### src/rtl/ram_writer_pkg.sv
// ram_writer_pkg: shared defaults, FSM state type and power-up table for ram_writer
package ram_writer_pkg;
  localparam int ADDR_WIDTH_DEF = 2;
  localparam int DATA_WIDTH_DEF = 4;
  localparam int DEPTH_DEF = 2 ** ADDR_WIDTH_DEF;
  typedef enum logic [1:0] {INIT, ACCEPT, FULL} state_t;
  localparam logic [15:0] INIT_TABLE = {4'b0111, 4'b0110, 4'b1100, 4'b0100};
endpackage

### src/rtl/ram_writer_if.sv
// ram_writer_if: write/read/status bundle; slave = ram_writer, master = its driver
// clear, wr_valid, wr_data, rd_addr flow master->slave; wr_ready, rd_data, wr_addr, count, full flow back
interface ram_writer_if #(
  parameter int ADDR_WIDTH = 2,
  parameter int DATA_WIDTH = 4
) ();
  logic clear;
  logic wr_valid;
  logic [DATA_WIDTH-1:0] wr_data;
  logic wr_ready;
  logic [ADDR_WIDTH-1:0] rd_addr;
  logic [DATA_WIDTH-1:0] rd_data;
  logic [ADDR_WIDTH-1:0] wr_addr;
  logic [ADDR_WIDTH:0] count;
  logic full;
  modport slave (
    input clear, wr_valid, wr_data, rd_addr,
    output wr_ready, rd_data, wr_addr, count, full
  );
  modport master (
    output clear, wr_valid, wr_data, rd_addr,
    input wr_ready, rd_data, wr_addr, count, full
  );
endinterface

### src/rtl/ram_init_table.sv
// ram_init_table: combinational address -> power-up word map (addr in, word out); repeats every 4 words
module ram_init_table
  import ram_writer_pkg::*;
#(
  parameter int ADDR_WIDTH = ADDR_WIDTH_DEF,
  parameter int DATA_WIDTH = DATA_WIDTH_DEF
) (
  input  logic [ADDR_WIDTH-1:0] addr,
  output logic [DATA_WIDTH-1:0] word
);
  logic [1:0] i;
  assign i = 2'(addr);
  assign word = DATA_WIDTH'(INIT_TABLE[4*i +: 4]);
endmodule

### src/rtl/ram_writer.sv
// ram_writer: register-array RAM preloaded from a table after reset, then filled by valid/ready writes
// Ports: clock, reset_n (async active-low); bus (slave) carries clear, write handshake, read port and status
module ram_writer
  import ram_writer_pkg::*;
#(
  parameter int ADDR_WIDTH = ADDR_WIDTH_DEF,
  parameter int DATA_WIDTH = DATA_WIDTH_DEF
) (
  input logic clock,
  input logic reset_n,
  ram_writer_if.slave bus
);
  localparam int DEPTH = 2 ** ADDR_WIDTH;
  localparam logic [ADDR_WIDTH-1:0] LAST_ADDR = '1;
  localparam logic [ADDR_WIDTH:0] LAST_CNT = {1'b0, LAST_ADDR};
  state_t state, state_nx;
  logic [DATA_WIDTH-1:0] mem [DEPTH];
  logic [DATA_WIDTH-1:0] init_word;
  logic [ADDR_WIDTH-1:0] wr_addr;
  logic [ADDR_WIDTH:0] count;
  logic accept;
  // wr_addr doubles as the INIT index; it wraps back to 0 as INIT ends
  ram_init_table #(.ADDR_WIDTH(ADDR_WIDTH), .DATA_WIDTH(DATA_WIDTH)) u_table (
    .addr(wr_addr),
    .word(init_word)
  );
  always_comb begin
    accept = state == ACCEPT && bus.wr_valid && !bus.clear;
    state_nx = state == INIT ? (wr_addr == LAST_ADDR ? ACCEPT : INIT)
             : bus.clear ? ACCEPT
             : accept && count == LAST_CNT ? FULL : state;
    bus.wr_ready = state == ACCEPT;
    bus.full = state == FULL;
  end
  always_ff @(posedge clock or negedge reset_n)
    if (!reset_n) state <= INIT;
    else state <= state_nx;
  always_ff @(posedge clock or negedge reset_n)
    if (!reset_n) begin
      mem <= '{default: '0};
      wr_addr <= '0;
      count <= '0;
    end else if (state == INIT) begin
      mem[wr_addr] <= init_word;
      wr_addr <= wr_addr + 1'b1;
    end else if (bus.clear) begin
      wr_addr <= '0;
      count <= '0;
    end else if (accept) begin
      mem[wr_addr] <= bus.wr_data;
      wr_addr <= wr_addr + 1'b1;
      count <= count + 1'b1;
    end
  assign bus.rd_data = mem[bus.rd_addr];
  assign bus.wr_addr = wr_addr;
  assign bus.count = count;
endmodule

### src/flat_wrapper.sv
// flat-port wrapper written by rule: the top's interface ports become plain ports
module ram_writer_flat import ram_writer_pkg::*;
#(
  parameter int ADDR_WIDTH = ADDR_WIDTH_DEF,
  parameter int DATA_WIDTH = DATA_WIDTH_DEF
)
  (clock, reset_n, bus_clear, bus_wr_valid, bus_wr_data, bus_rd_addr, bus_wr_ready, bus_rd_data, bus_wr_addr, bus_count, bus_full);
  ram_writer_if #(.ADDR_WIDTH(ADDR_WIDTH), .DATA_WIDTH(DATA_WIDTH)) bus_i ();
  input logic clock;
  input logic reset_n;
  input wire logic [$bits(bus_i.clear)-1:0] bus_clear;
  input wire logic [$bits(bus_i.wr_valid)-1:0] bus_wr_valid;
  input wire logic [$bits(bus_i.wr_data)-1:0] bus_wr_data;
  input wire logic [$bits(bus_i.rd_addr)-1:0] bus_rd_addr;
  output wire logic [$bits(bus_i.wr_ready)-1:0] bus_wr_ready;
  output wire logic [$bits(bus_i.rd_data)-1:0] bus_rd_data;
  output wire logic [$bits(bus_i.wr_addr)-1:0] bus_wr_addr;
  output wire logic [$bits(bus_i.count)-1:0] bus_count;
  output wire logic [$bits(bus_i.full)-1:0] bus_full;
  assign bus_i.clear = bus_clear;
  assign bus_i.wr_valid = bus_wr_valid;
  assign bus_i.wr_data = bus_wr_data;
  assign bus_i.rd_addr = bus_rd_addr;
  assign bus_wr_ready = bus_i.wr_ready;
  assign bus_rd_data = bus_i.rd_data;
  assign bus_wr_addr = bus_i.wr_addr;
  assign bus_count = bus_i.count;
  assign bus_full = bus_i.full;
  ram_writer #(.ADDR_WIDTH(ADDR_WIDTH), .DATA_WIDTH(DATA_WIDTH)) u_core (.clock(clock), .reset_n(reset_n), .bus(bus_i));
endmodule
### config.mk
export PLATFORM = sky130hd
export DESIGN_NAME = ram_writer_flat
export DESIGN_NICKNAME = d
export VERILOG_FILES = /design/src/rtl/ram_writer_pkg.sv /design/src/rtl/ram_writer_if.sv /design/src/rtl/ram_init_table.sv /design/src/rtl/ram_writer.sv /design/src/flat_wrapper.sv
export SDC_FILE = /design/constraint.sdc
export NUM_CORES = 1
export LEC_CHECK = 0
export BUFFER_PORTS_ARGS = -buffer_cell sky130_fd_sc_hd__buf_2
export CAP_MARGIN = 5
export CORE_MARGIN = 2
export CORE_UTILIZATION = 45
export DETAILED_ROUTE_END_ITERATION = 16
export PLACE_DENSITY = 0.74
export SYNTH_ARGS = -nofsm -noshare
export SYNTH_HDL_FRONTEND = slang
export SYNTH_HIERARCHICAL = 1
export SYNTH_SLANG_ARGS = --single-unit
### constraint.sdc
create_clock -name clock -period 4.4 [get_ports clock]
set_clock_uncertainty 0.15 [all_clocks]
set_input_delay 0 -clock clock [delete_from_list [all_inputs] [get_ports clock]]
set_output_delay 0 -clock clock [all_outputs]
set_load 0.005 [all_outputs]
# Yosys cells after proc, flatten, opt, wreduce, memory -nomap -nowiden
# Index checks and enable logic that the tools add are counted.
[op_classes] n_eq_ne=5 n_addsub=2 n_mux=19 bitwise=3 n_lt_le_gt_ge=3 shift=1 n_reduce_logical=12
[op_table] operator="$mux 16" n=3
[op_table] operator="$bwmux 16" n=2
[op_table] operator="$shiftx 16x5->4 const A" n=1
[op_table] operator="$mux 2" n=6
[op_table] operator="$mux 4" n=3
[op_table] operator="$bmux 4 s2" n=1
[op_table] operator="$demux 4 s2" n=1
[op_table] operator="$ge 3x3->1 const B" n=2
[op_table] operator="$mux 3" n=2
[op_table] operator="$not 2->3" n=2
[op_table] operator="$reduce_bool 3->1" n=2
[op_table] operator="$eq 2x2->1 const B" n=2
[op_table] operator="$logic_and 1x1->1" n=4
[op_table] operator="$reduce_and 2->1" n=2
[op_table] operator="$reduce_bool 2->1" n=2
[op_table] operator="$add 3x1->3 const B" n=1
[op_table] operator="$eq 3x2->1 const B" n=1
[op_table] operator="$lt 3x1->1 const B" n=1
[op_table] operator="$add 2x1->2 const B" n=1
[op_table] operator="$eq 2x1->1 const B" n=1
[op_table] operator="$logic_not 2->1" n=1
[op_table] operator="$ne 2x1->1 const B" n=1
[op_table] operator="$logic_not 1->1" n=1
[op_table] operator="$mux 1" n=1
[op_table] operator="$not 1->1" n=1
[totals] output_inout_bits=11 elab_cells=52 regBits=23 inputBits=10

# Longest topological paths before layout
# Gate-level depths: netlist of the first run.
[depth] ltp_word=9 mapped_depth=5 mapped_depth_nobuf=5

# By module
# The synthesis of the first run kept the hierarchy.
[modules_own_cells] mod="ram_writer" n_inst=1 area_per_inst_um2=1337.5 cells_each=93 seq_area_each_um2=575.6
[modules_own_cells] mod="ram_init_table" n_inst=1 area_per_inst_um2=35.0 cells_each=5 seq_area_each_um2=0.0

# Worst setup path after synthesis of the first run
# Ideal clock, no wire load.
[synth_timing] kind="register -> register" start="reg u_core.wr_addr[0] (netlist: u_core/bus.wr_addr[0])" end="reg u_core/mem[12] (netlist name)" path_buffers=0 t_required_ps=4125 period_less_slack_ps=1528 path_stages_with_launch=6 arrival_time_ps=1253 setup_ps=125 path_slack_ps=2872 cell_sequence="dfrtp_1 > inv_1 > ha_1 > nand2b_4 > a21oi_4 > mux2_4"
[synth_via] elab_chain_len=9 word_cells_on_any_way=12 classes_between="order compare: 2; shift: 1; mux: 7; bitwise: 1; reduce/logical: 1"
[synth_rtl] element="start: declaration" line="ram_writer.sv:19" rtl="logic [ADDR_WIDTH-1:0] wr_addr;"
[synth_rtl] element="start signal: assignment" line="ram_writer.sv:45" rtl="wr_addr <= wr_addr + 1'b1;"
[synth_rtl] element="start signal: assignment" line="ram_writer.sv:51" rtl="wr_addr <= wr_addr + 1'b1;"
[synth_rtl] element="$not 2->3 (implied by the code)" line="ram_writer.sv:44, ram_writer.sv:50"
[synth_rtl] element="$ge 3x3->1 (implied by the code) or $lt 3x1->1 (tied branches)" line="ram_writer.sv:44, ram_writer.sv:50"
[synth_rtl] element="$logic_and 1x1->1 (implied by the code)" line="ram_writer.sv:44, ram_writer.sv:50"
[synth_rtl] element="$mux 4 (implied by the code)" line="ram_writer.sv:44, ram_writer.sv:50"
[synth_rtl] element="$demux 4 s2" line="ram_writer.sv:44, ram_writer.sv:50"
[synth_rtl] element="$bwmux 16" line="ram_writer.sv:50" rtl="mem[wr_addr] <= bus.wr_data;"
[synth_rtl] element="$mux 16" line="ram_writer.sv:49" rtl="end else if (accept) begin"
[synth_rtl] element="$mux 16" line="ram_writer.sv:46" rtl="end else if (bus.clear) begin"
[synth_rtl] element="$mux 16 *" line="ram_writer.sv:43" rtl="end else if (state == INIT) begin"
[synth_rtl] element="end signal: indexed assignment" line="ram_writer.sv:44" rtl="mem[wr_addr] <= init_word;"
[synth_rtl] element="end signal: indexed assignment" line="ram_writer.sv:50"
[synth_rtl] element="end: declaration" line="ram_writer.sv:17" rtl="logic [DATA_WIDTH-1:0] mem [DEPTH];"
# Every way passes the cells marked *; elsewhere a longest branch is shown, timed or not. The select of a mux whose other input is x is not followed.
# A chain may end at the register's enable or synchronous reset.

# Final worst setup path of the first run
[layout_timing] start="reg u_core.state[0]" end="reg u_core/mem[0] (netlist name)"
[layout_via] elab_chain_len=5 word_cells_on_any_way=8 classes_between="eq/ne: 2; mux: 1; reduce/logical: 5"
[layout_rtl] element="start: declaration" line="ram_writer.sv:16" rtl="state_t state, state_nx;"
[layout_rtl] element="start signal: assignment" line="ram_writer.sv:37" rtl="else state <= state_nx;"
[layout_rtl] element="$eq 2x1->1" line="ram_writer.sv:28" rtl="accept = state == ACCEPT && bus.wr_valid && !bus.clear;"
[layout_rtl] element="$logic_and 1x1->1 (2 in a row)" line="ram_writer.sv:28"
[layout_rtl] element="$reduce_bool 2->1 (no line)"
[layout_rtl] element="$reduce_and 2->1 (no line)"
# Several ways; a longest one is shown, not always the timed one.

==> results of run 1 <==
## critical path, stage by stage (launching register included)
cell and delay (ns):
dfrtp_1 0.62, nor2_2 0.40, mux2_4 0.37, mux2_4 0.26
## flip-flops by register name, summed over array words and instances, names as in the netlist
register            count
u_core/mem             16
u_core/bus.count        3
u_core/bus.wr_addr      2
u_core/state            2
## synth_stat cells (2+ instances only)
master	count
mux2_4	20
inv_1	5
a21oi_1	3
buf_4	3
a221o_1	2
nor2_1	5
dfrtp_1	23
nand2b_4	2
nand2b_1	4
nor2b_1	2
mux4_2	4
a21oi_4	4
ha_1	6
## stage by stage
step,instances,utilization,hold WS [ns],area (µm²),total power (W)
2_1_floorplan,98,-,-0.446,1370,0.000691
3_3_place_gp,147,0.499,-0.157,1490,0.000770
3_5_place_dp,147,0.499,-0.142,1490,0.000788
4_1_cts,158,0.532,0.0292,1580,0.000896
5_1_grt,158,0.532,0.0420,1580,0.000944
6_report,158,0.532,0.0153,1580,0.000885
## worst max path at each step
stage	end	startpoint
floorplan	u_core/mem[12]$_DFFE_PN0P_	u_core/bus.wr_addr[0]$_DFFE_PN0P_
global placement	u_core/mem[3]$_DFFE_PN0P_	u_core/state[0]$_DFFE_PN0P_
detailed placement	u_core/mem[0]$_DFFE_PN0P_	u_core/state[0]$_DFFE_PN0P_
CTS	u_core/mem[0]$_DFFE_PN0P_	u_core/state[0]$_DFFE_PN0P_
global route	u_core/mem[0]$_DFFE_PN0P_	u_core/state[0]$_DFFE_PN0P_
finish	u_core/mem[0]$_DFFE_PN0P_	u_core/state[0]$_DFFE_PN0P_
## routing by layer
metal | vias to the layer above | wire length, µm | global-route usage
met5 | - | 0 | 0
met1 | 422 | 1140 | 0.200
met2 | 21 | 1190 | 0.250
li1 | 404 | - | -
met4 | 0 | 26 | 0.0390
met3 | 4 | 105 | 0.0415
## cell families (layout without fill, tap and decap cells)
logic type,after synthesis,in the layout,share of synthesized area
other cells,1,1,0.00273
simple gates,20,20,0.0930
fa+ha+maj,6,6,0.0547
buf+inv,9,36,0.0337
compound gates,14,14,0.104
mux,25,25,0.293
flops,23,23,0.419
## final cells by class
class | instances | area (µm²)
Timing Repair Buffer | 27 | 170
Inverter | 5 | 18.8
Fill cell | 261 | 1390
Tap cell | 33 | 41.3
Multi-Input combinational cell | 66 | 751
Sequential cell | 23 | 576
Clock buffer | 3 | 22.5
Clock inverter | 1 | 5.00
## where the power goes
| group | internal [W] | switching [W] |
|---|---|---|
| clock | 0.0000340 | 0.0000662 |
| sequential | 0.000304 | 0.0000824 |
| combinational | 0.000257 | 0.000142 |
## layout by cell type, fill, tap and decap left out, drive strengths merged, types with 2 or more instances in the layout
cell / netlist / layout
a21oi: 7 / 7
a221o: 2 / 2
buf: 4 / 20
clkbuf: 0 / 3
dfrtp: 23 / 23
dlygate4sd3: 0 / 7
ha: 6 / 6
inv: 5 / 5
mux2: 21 / 21
mux4: 4 / 4
nand2b: 6 / 6
nor2: 6 / 6
nor2b: 2 / 2
==> results.ini, run 1 <==
[critical_path]
r2r_end=u_core/mem[0]$_DFFE_PN0P_
worstSetupPathType=flop to flop
r2r_setup_slack_ns=2.50
r2r_start=u_core/state[0]$_DFFE_PN0P_
end_kind=flop
cp-start-kind=flop
arrival_ns=1.96
path_max_fanout=13
worstPathRequired_ns=4.46
reg2reg_depth=3

[drt]
via_per_inst=5.39
dr.pass1.iters=4
vias=851
drt_iter0_markers=15
wl_per_cell_um=15.6
detail-route-antenna-nets=0
wl_um=2460
drc=0

[floorplanning]
core_area_um2=2980
die_area_um2=3510
ios=21
die_x_um=59.2
die_h_um=59.2
fp-row-count=20
initial_core_util=0.461

[global_routing]
grt.total_usage=0.153
antenna_found_initial=0
grt_pass1_wl_um=4020
grt-ovfl-total=0
grt_pass1_vias=865
grt_start_max_net_pins=24

[pwr]
power.density_nw_per_um2=559
irDropWorstVdd_mv=0.265
p_leak_nw=0.733

[status]
status=finished, final reports clean

[sta]
hold_viol=0
final-setup-viol-count=0
grt_setup_unrepaired=false
fin_ws_ns=2.50
relSlewSlack=0.610
slew_viol_final=0
setup_tns_ns=0
fmax_ghz=0.525
fin_crit_sh=0.433
min_period_ns=1.90
worst_pin_slew_ns=0.585

[layout]
antenna_cells=0
fin_nets=142
area_delta_synth_final_pct=15.4
drive_gt1_frac=0.464

[clocking]
cts_sinks=23
h-tree-depth=1
cts_root_buf=clkbuf_4
cts_buffers=3
cts_tree=built
clk_pin_slew_ns=0.14
post-cts-setup-buffers=0
cts_resized=0
cts_buffer_depth=2
holdBufCountCts=7
insertion_delay_ns=0.32

[placed_design]
place.gp.congestion=0.744
hpwl_um=1810
place_ws_ns=2.51
portBuffers=20

[synthesis]
synth_edf_count=0
async_flop_share=1.00
syn_inst=98
syn-cell-area_um2=1370
yosysUniqueCellTypes=28
yosysTopAreaCell=dfrtp_1
synth_top_area_frac=0.419
syn-num-nets=114
synth_seq_cells=23
ys.flop_type=dfrtp_1
seq_area_frac_synth=0.419
ys_warn_count=6
syn_avg_cell_area_um2=14.0
synth_area_leaders=dfrtp_1, mux2_4, mux4_2

[min_path]
hold_class=primary input to async pin

[run]
maxCapViolCount=0

Note: power is estimated with default switching activity, not from simulation.
==> run 2, diff against run 1 <==
Settings changed: PLACE_DENSITY 0.74 to 0.76.
Clock period 4.4 ns to 1.7 ns, I/O delays scaled along.
==> run 2 against run 1 <==
- worst hold slack better by 0.014 ns
- critical path type unchanged
- wire length up 0.24%
- setup slack worse by 2.5 ns
- clock power rose to 2.5 times the previous value
- non-clock buffer count up 3
- critical endpoint is now u_core/mem[15]$_DFFE_PN0P_
- via count up 0.24%
- sequential cell count unchanged
- first-iteration DRC count up 13%
- core utilization up 0.84 points
- sequential share of layout area down 0.41 points
- sequential power rose to 2.5 times the previous value
==> results.ini, run 2 (synthesis results as in run 1) <==
[layout]
most-common-layout-cells=dfrtp_1, buf_2, mux2_4
fin_nets=145
seq_area_um2=578
largest_register_ffs=16
final_common_cell=dfrtp_1
largest_registers=u_core/mem (16), u_core/bus.count (3)
area_delta_synth_final_pct=17.2
largest_register=u_core/mem
multi_input_area_um2=751
fill_cells=260
drive_gt1_frac=0.500
antenna_cells=0
final_area_um2=1610

[sta]
hold_viol=0
worst_pin_slew_ns=0.503
final-setup-viol-count=0
slew_viol_final=0
relSlewSlack=0.665
fmax_ghz=0.604
setup_tns_ns=0
fin_crit_sh=0.973
min_period_ns=1.65

[global_routing]
grt_start_max_net_pins=24
grt_pass1_wl_um=3940
antenna_found_initial=0
grt.total_usage=0.149
grt_pass1_vias=843
grt-ovfl-total=0

[placed_design]
place.gp.congestion=0.753
portBuffers=20
hpwl_um=1800
dpl_cell_area_um2=1500

[floorplanning]
die_area_um2=3510
core_area_um2=2980
die_h_um=59.2
initial_core_util=0.461
ios=21
fp-row-count=20
die_x_um=59.2

[drt]
top_layer=met3
wl_met1_um=1120
drt_iter0_markers=17
wl_met2_um=1240
detail-route-antenna-nets=0
wl_per_cell_um=15.3
route.met3.wl_um=110
via_per_inst=5.30
vias=853
dr.pass1.iters=4
drc=0
wl_um=2470

[clocking]
cts_tree=built
h-tree-depth=1
cts_sinks=23
cts_root_buf=clkbuf_4
insertion_delay_ns=0.31
cts_buffer_depth=2
clk_pin_slew_ns=0.13
cts_buffers=3

[critical_path]
crit_path_cell_trace=inv_1 -> ha_1 -> nand2b_4 -> a21oi_4 -> mux2_4
worstSetupPathType=flop to flop
path_max_fanout=7
cp-start-kind=flop
r2r_setup_slack_ns=0.05
max_stage_delay_ns=0.48
arrival_ns=1.71
worstPathRequired_ns=1.75
end_kind=flop
critPathSlowestCell=dfrtp_2

[status]
status=finished, final reports clean

[run]
maxCapViolCount=0

[pwr]
irDropWorstVdd_mv=0.713
power.density_nw_per_um2=1440
p_leak_nw=0.742

[min_path]
hold_class=primary input to async pin

## run 2: path summary, 6_finish.rpt
| path | endpoint | from | cells after the start |
|---|---|---|---|
| worst max-delay path | u_core/mem[15]$_DFFE_PN0P_ | u_core/bus.wr_addr[0]$_DFFE_PN0P_ | 5 |
| worst min-delay path | u_core/mem[13]$_DFFE_PN0P_ | reset_n | 2 |
| worst max register to register | u_core/mem[15]$_DFFE_PN0P_ | u_core/bus.wr_addr[0]$_DFFE_PN0P_ | 5 |
| worst min register to register | u_core/mem[11]$_DFFE_PN0P_ | u_core/mem[11]$_DFFE_PN0P_ | 1 |
| max in group asynchronous | u_core/bus.wr_addr[1]$_DFFE_PN0P_ | reset_n | 2 |
| min in group clock | bus_rd_data[3] | bus_rd_addr[1] | 3 |
## run 2: power breakdown
part / total, W / internal [W] / switching (W)
clock: 0.000251 / 0.0000878 / 0.000163
sequential: 0.000967 / 0.000791 / 0.000176
combinational: 0.00110 / 0.000688 / 0.000413
total: 0.00232 / 0.00157 / 0.000752
## run 2: through the flow
step / utilization / hold WS [ns] / instances / setup WS, ns / total power, W
final: 0.540 / 0.0295 / 161 / 0.0455 / 0.00232
after global routing: 0.540 / 0.0605 / 161 / -0.0131 / 0.00248
after CTS: 0.537 / 0.0401 / 160 / 0.0108 / 0.00232
after detailed placement: 0.504 / -0.150 / 149 / 0.0192 / 0.00205
after global placement: 0.504 / -0.162 / 149 / 0.0772 / 0.00200
after floorplan: - / -0.446 / 98 / 0.172 / 0.00179
## run 2: area by class of cell
type                    count  area share
clock buffers               3      0.0140
clock inverters             1     0.00311
inverters                   5      0.0117
multi-input cells          66       0.467
flip-flops and latches     23       0.359
well taps                  33      0.0257
repair buffers             30       0.120
## run 2: layer usage
metal,track usage,vias to the layer above
met5,0,-
met4,0.00974,0
met3,0.0393,0
met2,0.248,24
li1,-,407
met1,0.206,422
## run 2: worst max-delay path: cells and delay by family (launching register included)
family,cells,cell delay [ns]
AO/OA/AOI/OAI,1,0.23
multiplexers,1,0.32
adder cells (fa/ha/maj),1,0.20
AND/OR/NAND/NOR,1,0.07
buffers and inverters,1,0.11
flip-flops,1,0.48
## run 2: timing repair
action	in CTS	in global routing
setup endpoints to repair	0	15
buffers inserted	0	1
hold endpoints to repair	43	0
resized for setup	0	3
hold buffers	7	0
